### config.mk
export PLATFORM = sky130hd
export DESIGN_NAME = io_input_scanner
export DESIGN_NICKNAME = d
export VERILOG_FILES = /design/src/rtl/io_input_scanner.sv
export SDC_FILE = /design/constraint.sdc
export NUM_CORES = 1
export LEC_CHECK = 0
export ABC_AREA = 1
export BUFFER_PORTS_ARGS = -buffer_cell sky130_fd_sc_hd__buf_2
export CAP_MARGIN = 10
export CELL_PAD_IN_SITES_DETAIL_PLACEMENT = 0
export CELL_PAD_IN_SITES_GLOBAL_PLACEMENT = 1
export CORE_MARGIN = 2
export CORE_UTILIZATION = 45
export CTS_BUF_LIST = sky130_fd_sc_hd__clkbuf_8 sky130_fd_sc_hd__clkbuf_16
export CTS_CLUSTER_SIZE = 10
export DETAILED_ROUTE_END_ITERATION = 10
export GPL_ROUTABILITY_DRIVEN = 0
export PLACE_DENSITY_LB_ADDON = 0.1
export SYNTH_ARGS = -nofsm -noshare
export SYNTH_HDL_FRONTEND = slang
export SYNTH_SLANG_ARGS = --single-unit
### constraint.sdc
create_clock -name io_clk -period 3.7 [get_ports io_clk]
set_clock_uncertainty 0.05 [all_clocks]
set_input_delay 0.185 -clock io_clk [delete_from_list [all_inputs] [get_ports io_clk]]
set_output_delay 0.185 -clock io_clk [all_outputs]
set_load 0.005 [all_outputs]
### src/rtl/io_input_scanner.sv
// io_input_scanner: round-robin sampler and debouncer for three 32-bit input
// ports. Each port is sampled once per scan round. A port value is accepted
// as stable after DEB consecutive equal samples. Every accepted change raises
// a sticky flag. Reading the port's data word clears that flag.
module io_input_scanner #(
    parameter int DEB = 4
) (
    input  logic        io_clk,
    input  logic        resetn,
    input  logic        scan_en,
    input  logic [31:0] in_port0,
    input  logic [31:0] in_port1,
    input  logic [31:0] in_port2,
    input  logic [31:0] addr,
    input  logic        rd_en,
    output logic [31:0] io_read_data,
    output logic        irq,
    output logic [1:0]  scan_slot
);

    typedef enum logic [1:0] {
        IDLE  = 2'd0,
        SCAN0 = 2'd1,
        SCAN1 = 2'd2,
        SCAN2 = 2'd3
    } state_t;

    localparam logic [3:0] DEB_MAX = 4'(DEB);
    localparam logic [3:0] DEB_TH  = 4'(DEB - 1);

    // Word addresses (addr[7:2]) of the readable registers
    localparam logic [5:0] A_PORT0  = 6'h20;
    localparam logic [5:0] A_STATUS = 6'h23;

    state_t            state_q, state_d;
    logic [2:0][31:0]  cand_q, cand_d;
    logic [2:0][3:0]   cnt_q, cnt_d;
    logic [2:0][31:0]  stable_q, stable_d;
    logic [2:0]        chg_q, chg_d;

    logic [2:0][31:0]  port_in;
    logic [5:0]        word_addr;
    logic              unused_addr_bits;

    assign port_in          = {in_port2, in_port1, in_port0};
    assign word_addr        = addr[7:2];
    assign unused_addr_bits = ^{addr[31:8], addr[1:0]};

    // Scan sequencer: rotate through the three ports while enabled, park otherwise
    always_comb begin
        state_d = state_q;
        if (!scan_en) begin
            state_d = IDLE;
        end else begin
            case (state_q)
                IDLE:    state_d = SCAN0;
                SCAN0:   state_d = SCAN1;
                SCAN1:   state_d = SCAN2;
                SCAN2:   state_d = SCAN0;
                default: state_d = IDLE;
            endcase
        end
    end

    // Per-port debounce, commit and change-flag update
    always_comb begin
        cand_d   = cand_q;
        cnt_d    = cnt_q;
        stable_d = stable_q;
        chg_d    = chg_q;
        for (int i = 0; i < 3; i++) begin
            // A data-word read clears the flag; a commit at the same edge overrides it
            if (rd_en && (word_addr == A_PORT0 + 6'(i))) begin
                chg_d[i] = 1'b0;
            end
            if (state_q == state_t'(2'(i + 1))) begin
                if (port_in[i] != cand_q[i]) begin
                    cand_d[i] = port_in[i];
                    cnt_d[i]  = 4'd1;
                end else begin
                    if (cnt_q[i] < DEB_MAX) begin
                        cnt_d[i] = cnt_q[i] + 4'd1;
                    end
                    // Only a value differing from the accepted one is committed,
                    // so a held value commits exactly once
                    if ((cnt_q[i] >= DEB_TH) && (cand_q[i] != stable_q[i])) begin
                        stable_d[i] = cand_q[i];
                        chg_d[i]    = 1'b1;
                    end
                end
            end
        end
    end

    // State and debounce registers; reset discards all history
    always_ff @(posedge io_clk or negedge resetn) begin
        if (!resetn) begin
            state_q  <= IDLE;
            cand_q   <= '0;
            cnt_q    <= '0;
            stable_q <= '0;
            chg_q    <= '0;
        end else begin
            state_q  <= state_d;
            cand_q   <= cand_d;
            cnt_q    <= cnt_d;
            stable_q <= stable_d;
            chg_q    <= chg_d;
        end
    end

    // Combinational read mux
    always_comb begin
        io_read_data = 32'd0;
        case (word_addr)
            A_PORT0:        io_read_data = stable_q[0];
            A_PORT0 + 6'd1: io_read_data = stable_q[1];
            A_PORT0 + 6'd2: io_read_data = stable_q[2];
            A_STATUS:       io_read_data = {28'd0, scan_en, chg_q};
            default:        io_read_data = 32'd0;
        endcase
    end

    assign irq       = |chg_q;
    assign scan_slot = state_q;

endmodule
# Yosys cells after proc, flatten, opt, wreduce, memory -nomap -nowiden
# Index checks and enable logic that the tools add are counted.
# totals
in_bits,132
ff_bits,209
output_inout_bits,35
# op_classes
n_reduce_logical,21
n_lt_le_gt_ge,6
bitwise_logic,3
mux,21
add_sub_neg,3
eq_ne,13
# op_table
operator,count
$ne A32 B32 Y1,6
$pmux W32 S4,1
$eq A6 B6 Y1 const B,4
$mux W4,6
$add A4 B1 Y4 const B,3
$ge A4 B2 Y1 const B,3
$lt A4 B3 Y1 const B,3
$mux W1,12
$reduce_and A2 Y1,6
$reduce_and A3 Y1,3
$logic_and A1 B1 Y1,6
$pmux W2 S3,1
$reduce_bool A2 Y1,3
$eq A2 B2 Y1 const B,2
$not A1 Y1,3
$reduce_or A3 Y1,1
$eq A2 B1 Y1 const B,1
$logic_not A2 Y1,1
$mux W2,1
$reduce_or A2 Y1,1

# Logic depth before layout (Yosys ltp)
# Gate-level depths: netlist of run 1.
# depth
depth_word,6
ltp_mapped,14
depth_no_buf,13

# Worst setup path before layout of run 1
# No wires, ideal clock.
# synth_timing
kind,register to register
from,"register state_q[0], in the netlist scan_slot[0]"
to,register stable_q[35] in the netlist's numbering
arrival_ns,1.557
synth_period_minus_slack_ns,1.673
slack_ns,2.027
t_required_ns,3.584
stages_incl_launch_ff,8
n_path_buf,1
path_cell_list,dfrtp_1 inv_1 ha_1 inv_1 a21oi_1 clkbuf_1 nand4_1 nand2_1
# synth_between
elab_chain_len,2
# synth_lines
element,line,rtl
"start, declared",35,"state_t state_q, state_d;"
"start signal, assigned",104,state_q <= state_d;
$eq A2 B2 Y1,76,if (state_q == state_t'(2'(i + 1))) begin
$reduce_and A3 Y1 (no source line),-,
"end signal, assigned",107,stable_q <= stable_d;
"end, declared",38,"logic [2:0][31:0] stable_q, stable_d;"
# Every way passes these cells.
# A chain may end at the register's enable or synchronous reset.

# Worst setup path in the final report of run 1
# layout_timing
from,register cand_q[11] in the netlist's numbering
to,register stable_q[5] in the netlist's numbering
# layout_between
elab_chain_len,3
word_cells_on_any_way,5
classes_between,2 x eq/ne; 1 x bitwise; 2 x reduce/logical
# layout_lines
element,line,rtl
"start, declared",36,"logic [2:0][31:0] cand_q, cand_d;"
"start signal, assigned",105,cand_q <= cand_d;
$ne A32 B32 Y1 (on tied branches),"86, 77",
$logic_and A1 B1 Y1 / $not A1 Y1 (equally long branches),-,
$reduce_and A3 Y1 (no source line) *,-,
# Mark *: on every way between the ends. The rest lies on a longest branch, timed or not.

==> results of run 1 <==
path summary, 6_finish.rpt:
| path | from | end | depth (start not counted) |
|---|---|---|---|
| worst max-delay path | cand_q[11] | stable_q[5] | 12 |
| worst min-delay path | addr[3] | chg_q[2] | 4 |
| worst max register to register | cand_q[11] | stable_q[5] | 12 |
| worst min register to register | cnt_q[2] | cnt_q[2] | 2 |
| max in group asynchronous | resetn | stable_q[49] | 3 |
| min in group asynchronous | resetn | cand_q[20] | 2 |
critical path, delay by kind of cell, from the launching register on:
kind | cells | cell delay [ns]
flops | 1 | 0.44
buf+inv | 2 | 0.36
simple gates | 10 | 1.27
where the power goes:
part / internal (mW) / leakage, nW / total [mW] / switching, mW
clock network: 1.41 / 0.424 / 2.38 / 0.968
logic: 0.862 / 4.91 / 1.87 / 1.01
registers: 2.68 / 2.76 / 3.33 / 0.655
cell families after synthesis:
logic type / Yosys count / synth area share (%)
xor gates and xnor gates: 116 / 8.21
and+or+nand+nor: 1075 / 35.3
AOI/OAI and AO/OA: 67 / 3.78
buffers and inverters: 291 / 9.70
DFF: 209 / 42.3
adders and majority gates: 7 / 0.708
cell usage in the layout (no fill, tap or decap):
master,n
sky130_fd_sc_hd__nand3_4,2
sky130_fd_sc_hd__xnor2_1,75
sky130_fd_sc_hd__nand4_1,103
sky130_fd_sc_hd__dlygate4sd3_1,99
sky130_fd_sc_hd__nand3_1,8
sky130_fd_sc_hd__o21ai_2,2
sky130_fd_sc_hd__inv_2,11
sky130_fd_sc_hd__buf_2,139
sky130_fd_sc_hd__a211o_1,2
sky130_fd_sc_hd__dfrtp_1,209
sky130_fd_sc_hd__clkbuf_16,27
sky130_fd_sc_hd__a21oi_1,1
sky130_fd_sc_hd__buf_12,1
sky130_fd_sc_hd__xor2_1,41
sky130_fd_sc_hd__a21oi_2,1
sky130_fd_sc_hd__clkbuf_8,7
sky130_fd_sc_hd__o221ai_1,30
sky130_fd_sc_hd__o22ai_1,4
sky130_fd_sc_hd__clkinv_1,4
sky130_fd_sc_hd__nand3_2,1
sky130_fd_sc_hd__inv_1,216
sky130_fd_sc_hd__or2_1,2
sky130_fd_sc_hd__and2_1,2
sky130_fd_sc_hd__buf_4,21
sky130_fd_sc_hd__nand2_1,808
sky130_fd_sc_hd__o21ai_0,27
sky130_fd_sc_hd__ha_1,7
sky130_fd_sc_hd__nor2_2,3
sky130_fd_sc_hd__nor2_1,142
sky130_fd_sc_hd__nor2_4,4
flip-flops by register name, summed over array words and instances (netlist names):
register	flops
cand_q	96
chg_q	3
scan_slot	2
stable_q	96
cnt_q	12
cell type report:
class,instances,area [um^2]
flip-flops and latches,209,5230
inverters,222,833
well taps,341,427
repair buffers,261,1880
clock inverters,9,33.8
clock buffers,33,758
fillers,2592,11800
multi-input cells,1265,5960
through the flow:
stage,std cells,setup slack (ns),cell area [um^2]
final,2340,1.44,15100
after global routing,2340,1.12,15100
after CTS,2340,1.35,15100
after detailed placement,2199,1.38,13300
after global placement,2199,1.40,13300
after floorplan,1765,2.03,12400
per-layer routing:
layer	part of all wire [%]	routed length [um]
met1	48	17400
met2	45	16400
met3	4.5	1660
met4	2.7	966
met5	0	0
==> results.cfg, run 1 <==
[clock_tree]
cts_hold_repair.buffers = 99
cts-root-buf = sky130_fd_sc_hd__clkbuf_16
skew_pair_late_insertion_delay_ns = 0.53
htree_levels = 1
clock-sinks = 209
cts_inserted_buffers = 26
buffer_depth_of_the_longest_clock_path = 3
postCtsSetupBuffers = 0
worst_setup_hold_path_clk_slew_ns = 0.06
clock_tree_from_tritoncts = built
post_cts_resize_count = 0

[drt]
vias_per_cell = 4.90
avgRoutedWirePerCell_um = 15.6
first_pass_detailed_route_iteration_total = 5
drt_iter0_drc = 893
wl_um = 36400
detailroute.via_count = 11500
drt_drc_violations_left = 0
antenna_violating_nets_left = 0

[critical_path]
crit_slowest_cell = sky130_fd_sc_hd__dfrtp_1
cp.required_ns = 4.06
critPathLaunchType = flip-flop
timing.critical_path.to_type = flip-flop
reg2reg_setup_slack_ns = 1.44
critical_path_class = reg2reg
cell_breakdown_of_the_critical_path = inv_1, nand2_1, nand2_1, nor2_1, nand2_1, nor2_1, nand2_1, nor2_4, nand3_2, buf_4, nand2_1, nand2_1
critical_path_arrival_ns = 2.62
path_common_cell = sky130_fd_sc_hd__nand2_1
critical-path-max-stage-delay_ns = 0.44
timing.critical_path.fanout_max = 29

[synthesis]
netlist-cell-type-count = 28
yosysTopAreaCell = sky130_fd_sc_hd__dfrtp_1
postSynthAreaPerCell_um2 = 7.01
synthCells = 1765
synth.cell_area_um2 = 12400
edff_count_synth = 0
synth_common_cells = 808 x sky130_fd_sc_hd__nand2_1, 209 x sky130_fd_sc_hd__dfrtp_1, 207 x sky130_fd_sc_hd__inv_1
ys_ff_latch = 209
synthesis.yosys.warnings = 0
post-synth-top-area-fraction_pct = 42.3
number_of_nets_produced_by_synthesis = 1904
synth_top_cells_by_area = sky130_fd_sc_hd__dfrtp_1 42%, sky130_fd_sc_hd__nand2_1 25%, sky130_fd_sc_hd__inv_1 6.3%
synth.yosys.seq_area_share_pct = 42.3
yosysMostFrequentCell = sky130_fd_sc_hd__nand2_1
synth_async_reset_ratio_pct = 100
synth_top_flop_cell = sky130_fd_sc_hd__dfrtp_1

[grt]
grt_util_met2_pct = 40.6
globalRoute.totalOverflow = 0
maximum_number_of_pins_on_one_net_before_global_route_repair = 94
busiest_layer = met2
grt_util_all_layers_pct = 25.6
grt_pass1_vias = 10700
global_route.usage.met1_pct = 37.4
grt_use_met3_pct = 2.40
antenna_violations_before_repair = 0
grt_first_pass_wirelength_um = 57800

[sta]
timing.final.hold_violations = 0
pins_over_their_slew_limit = 0
setup_viol = 0
final_period_minus_worst_setup_slack_ns = 2.26
worst_pin_slew_ns = 0.856
min_period_over_period_pct = 61.0
tns_ns = 0
maximum_clock_frequency_mhz = 443
timing.max_slew.rel_slack_pct = 42.8
grt_setup_unrepaired = no
timing.hold.ws_ns = 0.138

[die]
floorplan.initialDensity_pct = 45.9
die-width_um = 170
ioPinCount = 167
floorplan.core_area_um2 = 27000
placement_rows = 60
die_area_um2 = 28800
die-height_um = 170

[finish]
post-route-util_pct = 56.1
post_route_cells_drive_above_1_share_pct = 11.0
ant_cells = 0
nets = 2124
area_delta_synth_final_pct = 22.2

[power_and_ir_drop]
power.density_nw_per_um2 = 502
vdd_ir_max_mv = 0.315
p_leak_nw = 8.08
report.power.total_mw = 7.58

[run]
drv_cap = 0

[hold_path]
hold_class = in2reg

[outcome]
run_status = completed

[place]
io_buffer_count = 140
dp.final_hpwl_um = 25400
(Power assumes the default switching activity.)
==> run 2, diff against run 1 <==
- ABC_AREA: 1 -> 0
- CORE_UTILIZATION: 45 -> 42
- clock period: 3.7 -> 1.8 ns (I/O delays scaled with it)
==> run 2 against run 1 <==
Effect of this change:
- the run now ends with setup timing left
- worst setup slack got worse by 2.1 ns
- power rose by 130%
- utilization rose by 14 points
- global-route usage rose by 0.24 points
- sequential power rose by 87%
- count of clock-buffer cells in the layout fell by 7
- synthesized cell count fell by 50%
- largest power group is now combinational logic
==> results.cfg, run 2 <==
[outcome]
run_status = complete, but fails checks
failed_checks = setup timing

[power_and_ir_drop]
power.density_nw_per_um2 = 998
vdd_ir_max_mv = 0.742
report.power.total_mw = 17.8
p_leak_nw = 8.21

[synthesis]
edff_count_synth = 0
yosysTopAreaCell = sky130_fd_sc_hd__dfrtp_1
synth_top_flop_cell = sky130_fd_sc_hd__dfrtp_1
postSynthAreaPerCell_um2 = 12.3
synth.yosys.seq_area_share_pct = 47.9
netlist-cell-type-count = 31
post-synth-top-area-fraction_pct = 47.9
synth.cell_area_um2 = 10900
synth_async_reset_ratio_pct = 100
synth_top_cells_by_area = sky130_fd_sc_hd__dfrtp_1 48%, sky130_fd_sc_hd__xnor2_1 15%, sky130_fd_sc_hd__mux2_1 12%
yosysMostFrequentCell = sky130_fd_sc_hd__dfrtp_1
ys_ff_latch = 209
synthesis.yosys.warnings = 0
number_of_nets_produced_by_synthesis = 1024
synthCells = 885
synth_common_cells = 209 x sky130_fd_sc_hd__dfrtp_1, 192 x sky130_fd_sc_hd__xnor2_1, 121 x sky130_fd_sc_hd__mux2_1

[place]
io_buffer_count = 140
place_inst = 1553
dp.final_hpwl_um = 23300
place_ws_ns = -0.628

[grt]
grt_util_all_layers_pct = 25.8
antenna_violations_before_repair = 0
grt_first_pass_wirelength_um = 52800
globalRoute.totalOverflow = 0
grt_pass1_vias = 8999
maximum_number_of_pins_on_one_net_before_global_route_repair = 51

[finish]
multiInputGateArea_um2 = 6860
final_cell_mix = 207 x sky130_fd_sc_hd__dfrtp_1, 187 x sky130_fd_sc_hd__mux2_4, 178 x sky130_fd_sc_hd__buf_4
regArea_um2 = 5230
nets = 1533
area_delta_synth_final_pct = 63.4
biggestRegsByFlops = cand_q x96, stable_q x96, cnt_q x12
nFillCells = 1821
post-route-util_pct = 70.4
ant_cells = 0
fin_cells = 1733
post_route_cells_drive_above_1_share_pct = 53.1
final_common_cell = sky130_fd_sc_hd__dfrtp_1

[clock_tree]
skew_pair_late_insertion_delay_ns = 0.54
cts_inserted_buffers = 25
clock-sinks = 209
worst_setup_hold_path_clk_slew_ns = 0.06
cts-root-buf = sky130_fd_sc_hd__clkbuf_16
buffer_depth_of_the_longest_clock_path = 3
clock_tree_from_tritoncts = built
htree_levels = 1

[sta]
timing.max_slew.rel_slack_pct = 67.1
final_period_minus_worst_setup_slack_ns = 2.48
grt_setup_unrepaired = yes
worst_pin_slew_ns = 0.490
maximum_clock_frequency_mhz = 402
min_period_over_period_pct = 138
timing.final.hold_violations = 0
setup_viol = 215
worst_slack_ns = -0.685
pins_over_their_slew_limit = 0

[drt]
first_pass_detailed_route_iteration_total = 4
avgRoutedWirePerCell_um = 20.8
wl_um = 36100
drt_iter0_drc = 573
antenna_violating_nets_left = 0
vias_per_cell = 5.07
drt_drc_violations_left = 0
detailroute.via_count = 8794

[critical_path]
worstRegToRegCells = 9
path_common_cell = sky130_fd_sc_hd__buf_4
timing.critical_path.to_type = flip-flop
worst-path-buf-inv = 3
critical_path_class = reg2reg
timing.critical_path.fanout_max = 13
crit_slowest_cell = sky130_fd_sc_hd__dfrtp_1
critical-path-max-stage-delay_ns = 0.39
crit_family = simple AND/OR/NAND/NOR gates
r2r_start = cand_q[11]
critPathLaunchType = flip-flop
reg2reg_setup_slack_ns = -0.68
timing.rr.end = stable_q[18]
critical_path_arrival_ns = 2.84
cell_breakdown_of_the_critical_path = xnor2_1, nand4_1, nor4_2, buf_4, nand2_4, a211oi_4, buf_4, buf_12, mux2_1
cp.required_ns = 2.16

[die]
die-width_um = 165
floorplan.core_area_um2 = 25300
floorplan.initialDensity_pct = 43.1
ioPinCount = 167
placement_rows = 58
die-height_um = 165
die_area_um2 = 27300

[hold_path]
hold_class = in2reg
timing.hold.worst.start = addr[4]
holdPathStages = 5
worst_hold_path.endpoint = chg_q[2]

[run]
drv_cap = 0
-- run 2: changes by cell type in the layout (fill, tap and decap cells not counted), moves of 27 or more --
| cell | before | now |
|---|---|---|
| sky130_fd_sc_hd__buf_6 | 0 | 66 |
| sky130_fd_sc_hd__o21ai_0 | 27 | 0 |
| sky130_fd_sc_hd__nand2_1 | 808 | 9 |
| sky130_fd_sc_hd__inv_1 | 216 | 20 |
| sky130_fd_sc_hd__o221ai_1 | 30 | 0 |
| sky130_fd_sc_hd__xnor2_1 | 75 | 168 |
| sky130_fd_sc_hd__buf_4 | 21 | 178 |
| sky130_fd_sc_hd__nor2_1 | 142 | 45 |
| sky130_fd_sc_hd__xor2_1 | 41 | 0 |
| sky130_fd_sc_hd__mux2_4 | 0 | 187 |
| sky130_fd_sc_hd__nand4_1 | 103 | 48 |
-- run 2: where the power goes --
group          internal, mW  leakage [nW]  switching, mW  total, mW
Sequential             5.59          2.69          0.648       6.23
Combinational          4.23          5.16           2.86       7.09
Clock                  2.51         0.368           1.97       4.48
Total                  12.3          8.21           5.47       17.8
-- run 2: how the worst max path moves through the flow --
stage / slack [ns] / startpoint / cells after the start / endpoint
after floorplan: -0.29 / cand_q[72] / 7 / stable_q[66]
after detailed placement: -0.63 / cand_q[11] / 8 / stable_q[22]
after global placement: -0.61 / cand_q[11] / 8 / stable_q[1]
final: -0.68 / cand_q[11] / 9 / stable_q[18]
after CTS: -0.56 / cand_q[24] / 9 / stable_q[2]
after global routing: -0.74 / cand_q[11] / 9 / stable_q[18]
-- run 2: stage by stage --
stage               setup TNS, ns  hold WS, ns  instance area [um^2]
finish                     -97.97       0.0219                 17800
global route              -116.96       0.0248                 17800
CTS                        -88.44       -0.230                 17100
detailed placement         -92.11       0.0419                 13800
global placement           -81.65       0.0483                 13800
floorplan                  -39.59       -0.256                 11000
-- run 2: kinds of logic after synthesis --
logic type	synth area share, %
muxes	23.2
and+or+nand+nor	6.97
AOI/OAI and AO/OA	3.33
xor gates and xnor gates	15.4
buffers and inverters	2.32
adders and majority gates	0.803
DFF	47.9
-- run 2: cell type report --
cell class | instances | share of cell area (%)
Timing Repair Buffer | 517 | 25.8
Multi-Input combinational cell | 630 | 38.5
Tap cell | 330 | 2.32
Sequential cell | 209 | 29.4
Clock inverter | 10 | 0.239
Inverter | 11 | 0.232
Clock buffer | 26 | 3.59
-- run 2: per-layer routing --
metal / track usage [%] / up-vias / part of all wire [%]
met1: 35.8 / 4413 / 45
li1: - / 4158 / -
met3: 2.57 / 44 / 3.7
met5: 0 / - / 0
met2: 43.6 / 179 / 49
met4: 6.21 / 0 / 2.2
-- run 2: what timing repair did --
action | in CTS | in global routing
pin swaps | 41 | 41
cloned | 17 | 2
hold buffers | 99 | 1
setup endpoints to repair | 231 | 239
buffers inserted | 19 | 26
endpoints found under the hold margin | 310 | 1
resized for setup | 231 | 171
-- run 2: worst reg2reg max path: stages, from the launching register on --
cell,delay [ns]
sky130_fd_sc_hd__dfrtp_1,0.39
sky130_fd_sc_hd__xnor2_1,0.18
sky130_fd_sc_hd__nand4_1,0.14
sky130_fd_sc_hd__nor4_2,0.38
sky130_fd_sc_hd__buf_4,0.19
sky130_fd_sc_hd__nand2_4,0.06
sky130_fd_sc_hd__a211oi_4,0.28
sky130_fd_sc_hd__buf_4,0.19
sky130_fd_sc_hd__buf_12,0.16
sky130_fd_sc_hd__mux2_1,0.36
